## config.mk

```make
export PLATFORM = sky130hd
export DESIGN_NAME = shiftrow_stream_flat
export DESIGN_NICKNAME = d
export VERILOG_FILES = /design/src/rtl/shiftrow_stream_if.sv /design/src/rtl/shiftrow_stream.sv /design/src/flat_wrapper.sv
export SDC_FILE = /design/constraint.sdc
export NUM_CORES = 1
export LEC_CHECK = 0
export CORE_ASPECT_RATIO = 0.8
export CORE_MARGIN = 5
export CORE_UTILIZATION = 49
export CTS_CLUSTER_DIAMETER = 120
export DETAILED_ROUTE_END_ITERATION = 16
export PLACE_DENSITY = 0.8
export SYNTH_ARGS = -nofsm -noshare
export SYNTH_HDL_FRONTEND = slang
export SYNTH_SLANG_ARGS = --single-unit
export TNS_END_PERCENT = 30
```

## constraint.sdc

```tcl
create_clock -name clk -period 1.85 [get_ports clk]
set_clock_uncertainty 0.1 [all_clocks]
set_input_delay 0.185 -clock clk [delete_from_list [all_inputs] [get_ports clk]]
set_output_delay 0.185 -clock clk [all_outputs]
set_load 0.02 [all_outputs]
```

## src/rtl/shiftrow_stream_if.sv

```systemverilog
// Valid/ready stream carrying one Rijndael state block of 32*NB bits.
// With SHIFTROW_INV_EN defined, each block also carries an inverse-mode bit.
interface shiftrow_stream_if #(
    parameter int NB = 4
);
    logic              valid;
    logic              ready;
    logic [32*NB-1:0]  data;
`ifdef SHIFTROW_INV_EN
    logic              inv;

    modport master (output valid, output data, output inv, input ready);
    modport slave  (input valid, input data, input inv, output ready);
`else
    modport master (output valid, output data, input ready);
    modport slave  (input valid, input data, output ready);
`endif
endinterface

```

## src/rtl/shiftrow_stream.sv

```systemverilog
// Streaming Rijndael ShiftRows stage (NB = 4/6/8 columns) behind a 2-entry
// skid buffer. The permutation is applied on the input side, so the buffer
// holds already-shifted blocks. in_ready is a register and never depends
// combinationally on out_ready.
// Optional feature macro: SHIFTROW_INV_EN adds a per-block inverse select
// (InvShiftRows) that travels with its block through the buffer.
//
// state | meaning
// EMPTY | no block buffered, out_valid low
// ONE   | one block buffered, it is the head presented downstream
// TWO   | two blocks buffered, input is blocked
module shiftrow_stream #(
    parameter int NB    = 4,
    parameter int CNT_W = 16
) (
    input  logic               clk,
    input  logic               rst,
    shiftrow_stream_if.slave   in_bus,
    shiftrow_stream_if.master  out_bus,
    output logic [CNT_W-1:0]   blk_count
);
    localparam int W = 32 * NB;

    if (!(NB == 4 || NB == 6 || NB == 8)) begin : g_bad_nb
        $error("shiftrow_stream: NB must be 4, 6 or 8");
    end

    typedef enum logic [1:0] {
        EMPTY = 2'd0,
        ONE   = 2'd1,
        TWO   = 2'd2
    } state_t;

    state_t         state;
    state_t         state_nxt;
    logic           push;
    logic           pop;
    logic           in_ready_q;
    logic [W-1:0]   fwd_data;
    logic [W-1:0]   shifted;
    logic [W-1:0]   head_data;
    logic [W-1:0]   tail_data;

    // Fixed byte wiring: output byte (r,c) takes input column (c +/- s(r)) mod NB.
    for (genvar r = 0; r < 4; r++) begin : g_row
        localparam int S = (NB == 8 && r >= 2) ? r + 1 : r;
        for (genvar c = 0; c < NB; c++) begin : g_col
            localparam int FS = (c + S) % NB;
            assign fwd_data[W-1-8*(4*c+r) -: 8] = in_bus.data[W-1-8*(4*FS+r) -: 8];
        end
    end

`ifdef SHIFTROW_INV_EN
    logic [W-1:0]   inv_data;
    logic           head_inv;
    logic           tail_inv;

    for (genvar r = 0; r < 4; r++) begin : g_irow
        localparam int S = (NB == 8 && r >= 2) ? r + 1 : r;
        for (genvar c = 0; c < NB; c++) begin : g_icol
            localparam int IS = (c + NB - S) % NB;
            assign inv_data[W-1-8*(4*c+r) -: 8] = in_bus.data[W-1-8*(4*IS+r) -: 8];
        end
    end

    assign shifted     = in_bus.inv ? inv_data : fwd_data;
    assign out_bus.inv = head_inv;

    // Mode bit follows the same head/tail movement as the data.
    always_ff @(posedge clk) begin
        if (rst) begin
            head_inv <= 1'b0;
            tail_inv <= 1'b0;
        end else begin
            case (state)
                EMPTY: if (push) head_inv <= in_bus.inv;
                ONE: begin
                    if (push && pop)  head_inv <= in_bus.inv;
                    else if (push)    tail_inv <= in_bus.inv;
                end
                TWO:   if (pop) head_inv <= tail_inv;
                default: ;
            endcase
        end
    end
`else
    assign shifted = fwd_data;
`endif

    // State register; in_ready is registered from the upcoming occupancy.
    always_ff @(posedge clk) begin
        if (rst) begin
            state      <= EMPTY;
            in_ready_q <= 1'b0;
        end else begin
            state      <= state_nxt;
            in_ready_q <= (state_nxt != TWO);
        end
    end

    // Next-state logic for the buffer occupancy.
    always_comb begin
        state_nxt = state;
        case (state)
            EMPTY: if (push) state_nxt = ONE;
            ONE: begin
                if (push && !pop)      state_nxt = TWO;
                else if (!push && pop) state_nxt = EMPTY;
            end
            TWO:   if (pop) state_nxt = ONE;
            default: state_nxt = EMPTY;
        endcase
    end

    // Handshake decode and output drive.
    always_comb begin
        push          = in_bus.valid & in_ready_q;
        pop           = (state != EMPTY) & out_bus.ready;
        out_bus.valid = (state != EMPTY);
        out_bus.data  = head_data;
        in_bus.ready  = in_ready_q;
    end

    // Buffer storage: head is always the oldest block.
    always_ff @(posedge clk) begin
        if (rst) begin
            head_data <= '0;
            tail_data <= '0;
        end else begin
            case (state)
                EMPTY: if (push) head_data <= shifted;
                ONE: begin
                    if (push && pop)  head_data <= shifted;
                    else if (push)    tail_data <= shifted;
                end
                TWO:   if (pop) head_data <= tail_data;
                default: ;
            endcase
        end
    end

    // Completed output transfers, wrapping at 2^CNT_W.
    always_ff @(posedge clk) begin
        if (rst)      blk_count <= '0;
        else if (pop) blk_count <= blk_count + 1'b1;
    end
endmodule

```

## src/flat_wrapper.sv

```systemverilog
// flat-port wrapper written by rule: the top's interface ports become plain ports
module shiftrow_stream_flat 
#(
    parameter int NB    = 4,
    parameter int CNT_W = 16
)
  (clk, rst, blk_count, in_bus_valid, in_bus_data, in_bus_ready, out_bus_valid, out_bus_data, out_bus_ready);
  shiftrow_stream_if #(.NB(NB)) in_bus_i ();
  shiftrow_stream_if #(.NB(NB)) out_bus_i ();
  input  logic clk;
  input  logic rst;
  output logic [CNT_W-1:0] blk_count;
  input wire logic [$bits(in_bus_i.valid)-1:0] in_bus_valid;
  input wire logic [$bits(in_bus_i.data)-1:0] in_bus_data;
  output wire logic [$bits(in_bus_i.ready)-1:0] in_bus_ready;
  output wire logic [$bits(out_bus_i.valid)-1:0] out_bus_valid;
  output wire logic [$bits(out_bus_i.data)-1:0] out_bus_data;
  input wire logic [$bits(out_bus_i.ready)-1:0] out_bus_ready;
  assign in_bus_i.valid = in_bus_valid;
  assign in_bus_i.data = in_bus_data;
  assign in_bus_ready = in_bus_i.ready;
  assign out_bus_valid = out_bus_i.valid;
  assign out_bus_data = out_bus_i.data;
  assign out_bus_i.ready = out_bus_ready;
  shiftrow_stream #(.NB(NB), .CNT_W(CNT_W)) u_core (.clk(clk), .rst(rst), .in_bus(in_bus_i), .out_bus(out_bus_i), .blk_count(blk_count));
endmodule
```

==> results of run 1 <==
logic make-up after synthesis:
| group | count (synthesis) | share of synthesized area |
|---|---|---|
| buffers and inverters | 104 | 0.0493 |
| xor gates and xnor gates | 9 | 0.00722 |
| AOI/OAI and AO/OA | 274 | 0.162 |
| DFF | 275 | 0.504 |
| and+or+nand+nor | 437 | 0.158 |
| adders and majority gates | 1 | 0.00115 |
| muxes | 129 | 0.118 |
power by group through the flow:
stage | clock network (mW) | registers (mW) | logic [mW]
floorplan | 0 | 6.75 | 0.717
global placement | 0 | 6.48 | 2.05
detailed placement | 0 | 6.49 | 2.09
CTS | 5.33 | 6.36 | 2.10
global route | 5.57 | 6.39 | 2.29
finish | 5.23 | 6.36 | 2.14
path summary, 6_finish.rpt:
path	startpoint	endpoint	slack, ns
setup / recovery	u_core.out_bus.data[64]	out_bus_data[64]	0.03
setup reg to reg	u_core.state[1]	u_core.out_bus.data[72]	0.07
hold reg to reg	u_core.tail_data[71]	u_core.tail_data[71]	0.35
hold / removal	rst	u_core.tail_data[52]	0.10
state kept, by name, summed over array words and instances, names as in the netlist:
| name | cells |
|---|---|
| u_core.state | 2 |
| u_core.blk_count | 16 |
| u_core.in_bus.ready | 1 |
| u_core.tail_data | 128 |
| u_core.out_bus.data | 128 |
layout make-up:
cell class,instances,area share
timing repair buffer,341,0.238
tap,300,0.0245
sequential,275,0.359
multi-input combinational,850,0.324
clock buffer,37,0.0491
inverter,1,0.000245
clock inverter,10,0.00522
synth_stat cells (all sizes together), types with 2 or more instances:
library cell  instances
nand2b                2
o21ai                 6
and3                  2
a21oi               135
nand4                 4
xor2                  5
a211oi              128
or3                   6
nor3                  2
nor2                141
o21a                  2
xnor2                 4
nand3                 6
buf                  59
nor2b                 2
clkbuf               44
nand2               265
dfxtp               275
mux2i               129
layer usage:
metal  share of wire  wire length [um]  vias up
met5         0.00043                13        -
met4           0.024               714        2
met3           0.054              1640       51
met2            0.48             14500      230
met1            0.44             13500     4529
li1                -                 -     4765
timing repair:
action / CTS / global route
setup endpoints to repair: 15 / 41
setup buffers: 0 / 2
resized for setup: 18 / 22
gates cloned: 0 / 2
hold endpoints to repair: 0 / 0
pin swaps: 0 / 1
==> results.ini, run 1 <==
[power_and_ir_drop]
powerDensity_nw_per_um2=895
p_comb_frac=0.156
power_mw=13.7
clkPwrFrac=0.381
power.internal_mw=10.2
swShare=0.254
p_switching_mw=3.49
p_seq_frac=0.463
leakagePower_nw=6.36
peakVddDrop_mv=0.796

[drt]
wire_per_inst_um=16.7
drt_iter0_drc=692
drtPass1Iterations=7
vias_per_cell=5.28
drc=0
vias=9577
antenna_left=0
drt_wl_total_mm=30.3

[yosys]
yosysSeqAreaShare=0.504
ys.flop_type=dfxtp_1
yosysWarnings=0
syn_area_um2=10900
netlist_instances=1229
synthArstFlopShare=0
syn_nets=1362
syn_avg_cell_area_um2=8.88
yosys.cell_types.count=36
synth_seq_cells=275
post-synth-top-area-cell=dfxtp_1
yosysTopAreaCellShare=0.504
post_synth_main_area_contributors=dfxtp_1 50%, mux2i_1 12%, nand2_1 9.1%
synth_edf_count=0

[floorplan]
design.core.area_um2=21700
initial_utilization=0.502
num_io_pins=278
fp.dieW_um=177
fp.dieH_um=143
core.rowCount=48
dieArea_um2=25400

[setup_path]
crit_fanout=2
worstSetupEndpointType=primary output
critical_path.top_delay_family=buffers and inverters
required_ns=1.56
cp_slowest_stage_delay_ns=0.67
crit_cells=1
startpoint_type=flop
r2r_cells=7
cpMaxStageDelayCell=clkdlybuf4s50_1
worstPathArrival_ns=1.54
worstSetupPathType=flop to primary output
worstPathBufferInverterCount=1
crit_chain=clkdlybuf4s50_1

[clocking]
cts_tree=yes
worstSkewPairLatency_ns=0.52
cts.sinks=275
cts_max_level=1
clock_tree.root_cell=clkbuf_16
cts_buffer_depth=3
cts_hold_buffers=0
path_clk_slew_ns=0.07
cts_buffers=27

[global_routing]
grt_busiest_layer=met2
grt_max_degree=66
met1_usage=0.302
grt_overflow=0
use_met2=0.372
grt_pass1_wl_mm=47.4
grtUsageMet3=0.0421
grt_antenna_before_repair=1
grt_util_all_layers=0.224
grt_pass1_vias=9224

[placement]
io_buffers=277
dp.cells=1763
dp_slack_ns=-0.277
hpwl_mm=20.8
place_area_um2=14400
place.gp.congestion=0.833

[cells_and_area]
drive_gt1_frac=0.0905
seq_area_um2=5510
post-route-util=0.705
multi_input_area_um2=4960
final_common_cell=dfxtp_1
final_cell_mix=272 x dfxtp_1, 265 x nand2_1, 258 x clkdlybuf4s50_1
n_antenna_cell=0
fin_cells=1814
nets=1629
fillers=1677
syn2layout_area_growth_pct=40.5
stdcell_area_um2=15300

[sta]
layout_worst_path_cycle_share=0.986
slew_headroom=0.660
fmax_mhz=548
setup_viol=0
final.setup.tns_ns=0
min_period_ns=1.82
final-hold-violation-count=0
drv_slew=0
worst_slew_pin_slew_ns=0.510
whs_ns=0.103
worst_slack_ns=0.0267

[job]
maxCapViolations=0

[status]
status=completed

[worst_hold_path]
worstHoldPathCells=2
hold_class=primary input to flop

Note: power is estimated with default switching activity, not from simulation.
==> run 2, diff against run 1 <==
--- a/config.mk
+++ b/config.mk
@@ -6,11 +6,11 @@
 export NUM_CORES = 1
 export LEC_CHECK = 0
 export CORE_ASPECT_RATIO = 0.8
-export CORE_MARGIN = 5
+export CORE_MARGIN = 1
 export CORE_UTILIZATION = 49
 export CTS_CLUSTER_DIAMETER = 120
 export DETAILED_ROUTE_END_ITERATION = 16
-export PLACE_DENSITY = 0.8
+export PLACE_DENSITY_LB_ADDON = 0.08
 export SYNTH_ARGS = -nofsm -noshare
 export SYNTH_HDL_FRONTEND = slang
 export SYNTH_SLANG_ARGS = --single-unit
==> run 2 against run 1 <==
Critical path depth did not move. Highest routed layer is now met4. Largest cell class unchanged. Wire length fell by 9.1%. Combinational power fell by 4%.
==> results.ini, run 2 (same netlist as run 1, synthesis figures left out) <==
[drt]
drtPass1Iterations=4  ; -3
drt_iter0_drc=515  ; -26%
wire_per_inst_um=15.3  ; -8.3%
vias_per_cell=5.17  ; -2.1%
vias=9290  ; -3.0%
drt_wl_total_mm=27.6  ; -9.1%
antenna_left=0  ; unchanged
drc=0  ; unchanged

[sta]
worst_slew_pin_slew_ns=0.511  ; +0.000717 ns
fmax_mhz=553  ; +0.77%
drv_slew=0  ; unchanged
layout_worst_path_cycle_share=0.978  ; -0.00749
min_period_ns=1.81  ; -0.0139 ns
final-hold-violation-count=0  ; unchanged
setup_viol=0  ; unchanged
slew_headroom=0.659  ; about the same
rsz0062_at_grt=yes

[cells_and_area]
syn2layout_area_growth_pct=38.7
n_antenna_cell=0  ; unchanged
final_common_cell=dfxtp_1
stdcell_area_um2=15100  ; -1.3%
fillers=1691  ; +0.83%
drive_gt1_frac=0.0708  ; -0.0197
nets=1613  ; -0.98%
final_cell_mix=273 x dfxtp_1, 265 x nand2_1, 261 x clkdlybuf4s50_1
post-route-util=0.698  ; -0.00728

[clocking]
worstSkewPairLatency_ns=0.52  ; about the same
cts.sinks=275  ; unchanged
cts_buffers=27  ; unchanged
cts_buffer_depth=3  ; unchanged
cts_hold_buffers=0  ; unchanged
cts_max_level=1  ; unchanged
path_clk_slew_ns=0.06  ; about the same
cts_tree=yes
clock_tree.root_cell=clkbuf_16
cts_setup_buffers=0  ; unchanged

[global_routing]
grt_pass1_vias=8491  ; -7.9%
grt_util_all_layers=0.231  ; +0.00701
grt_antenna_before_repair=0  ; -1
grtUsageMet3=0.0619  ; +0.0199
grt_pass1_wl_mm=43.1  ; -9.0%
met1_usage=0.306  ; +0.00414
grt_busiest_layer=met2
grt_overflow=0  ; unchanged
grt_max_degree=60  ; -9.1%
use_met2=0.372  ; about the same

[setup_path]
worstSetupPathType=flop to primary output
worstSetupEndpointType=primary output
r2r_cells=6  ; -1
crit_chain=clkdlybuf4s50_1
required_ns=1.56  ; about the same
worstPathArrival_ns=1.52  ; -0.02 ns
cp_slowest_stage_delay_ns=0.62  ; -0.05 ns
crit_cells=1  ; unchanged
critical_path.top_delay_family=buffers and inverters
cpMaxStageDelayCell=clkdlybuf4s50_1
worstPathBufferInverterCount=1  ; unchanged
reg2reg_slack_ns=0.10  ; +0.03 ns
startpoint_type=flop
crit_fanout=2  ; unchanged

[placement]
place.gp.congestion=0.774  ; -7.2%
hpwl_mm=18.2  ; -12%
io_buffers=277  ; unchanged
place_area_um2=14300  ; -0.63%

[job]
maxCapViolations=0  ; unchanged

[power_and_ir_drop]
powerDensity_nw_per_um2=905  ; +1.1%
p_switching_mw=3.37  ; -3.5%
p_seq_frac=0.463  ; about the same
peakVddDrop_mv=0.714  ; -10%
p_comb_frac=0.150  ; -0.006
power.internal_mw=10.3  ; +0.94%
swShare=0.246  ; -0.00846
leakagePower_nw=6.27  ; -1.4%
clkPwrFrac=0.387  ; +0.006

[floorplan]
dieArea_um2=22900  ; -9.8%
design.core.area_um2=21700  ; -0.28%
num_io_pins=278  ; unchanged
fp.dieH_um=135  ; -5.6%
initial_utilization=0.503  ; +0.00139
fp.dieW_um=169  ; -4.5%
core.rowCount=48  ; unchanged

[status]
status=completed

[worst_hold_path]
worstHoldPathCells=2  ; unchanged
hold_class=primary input to flop

## run 2: changes by cell type in the layout (fill, tap and decap cells not counted), moves of 3 or more
cell | previous run | this run
dlymetal6s2s_1 | 3 | 7
buf_4 | 31 | 19
dlygate4sd2_1 | 14 | 7
clkdlybuf4s50_1 | 258 | 261
clkbuf_1 | 6 | 9
clkinv_2 | 7 | 4
a211oi_1 | 109 | 117
a211oi_2 | 19 | 11
## run 2: layout make-up
class / instances / area (um2) / area share
well taps: 300 / 375 / 0.0248
flip-flops and latches: 275 / 5510 / 0.364
clock inverters: 6 / 80.1 / 0.00529
multi-input cells: 850 / 4900 / 0.324
repair buffers: 325 / 3500 / 0.231
clock buffers: 40 / 764 / 0.0505
inverters: 1 / 3.75 / 0.000248
## run 2: metal layers
metal	up-vias	share of wire
li1	4717	-
met5	-	0
met2	206	0.45
met4	0	0.020
met1	4331	0.46
met3	36	0.068
## run 2: power by group through the flow
| stage | Sequential, mW | Combinational (mW) | Clock (mW) |
|---|---|---|---|
| after CTS | 6.35 | 2.06 | 5.40 |
| after detailed placement | 6.48 | 2.05 | 0 |
| after floorplan | 6.75 | 0.717 | 0 |
| after global placement | 6.47 | 2.03 | 0 |
| after global routing | 6.38 | 2.20 | 5.63 |
| final | 6.35 | 2.05 | 5.30 |
## run 2: final timing paths
path                                         startpoint                      end
worst max-delay path            u_core.out_bus.data[19]         out_bus_data[19]
worst min register to register    u_core.tail_data[115]    u_core.tail_data[115]
worst min-delay path                                rst      u_core.tail_data[7]
worst max register to register          u_core.state[0]  u_core.out_bus.data[58]
## run 2: repair_timing
action,CTS,global route
pin swaps,0,0
gates resized for setup,10,12
gates cloned,0,0
setup endpoints to repair,9,23
## run 2: metrics by stage
| stage | total power, mW | std cells | hold WS, ns | setup TNS, ns | worst slack, ns |
|---|---|---|---|---|---|
| detailed placement | 8.53 | 1751 | 0.346 | -25.73 | -0.191 |
| floorplan | 7.47 | 1229 | 0.221 | 0 | 0.167 |
| CTS | 13.8 | 1797 | 0.0598 | 0 | 0.00131 |
| global route | 14.2 | 1797 | 0.0897 | -0.00631 | -0.00631 |
| finish | 13.7 | 1797 | 0.0650 | 0 | 0.0406 |
| global placement | 8.50 | 1751 | 0.341 | -18.48 | -0.145 |
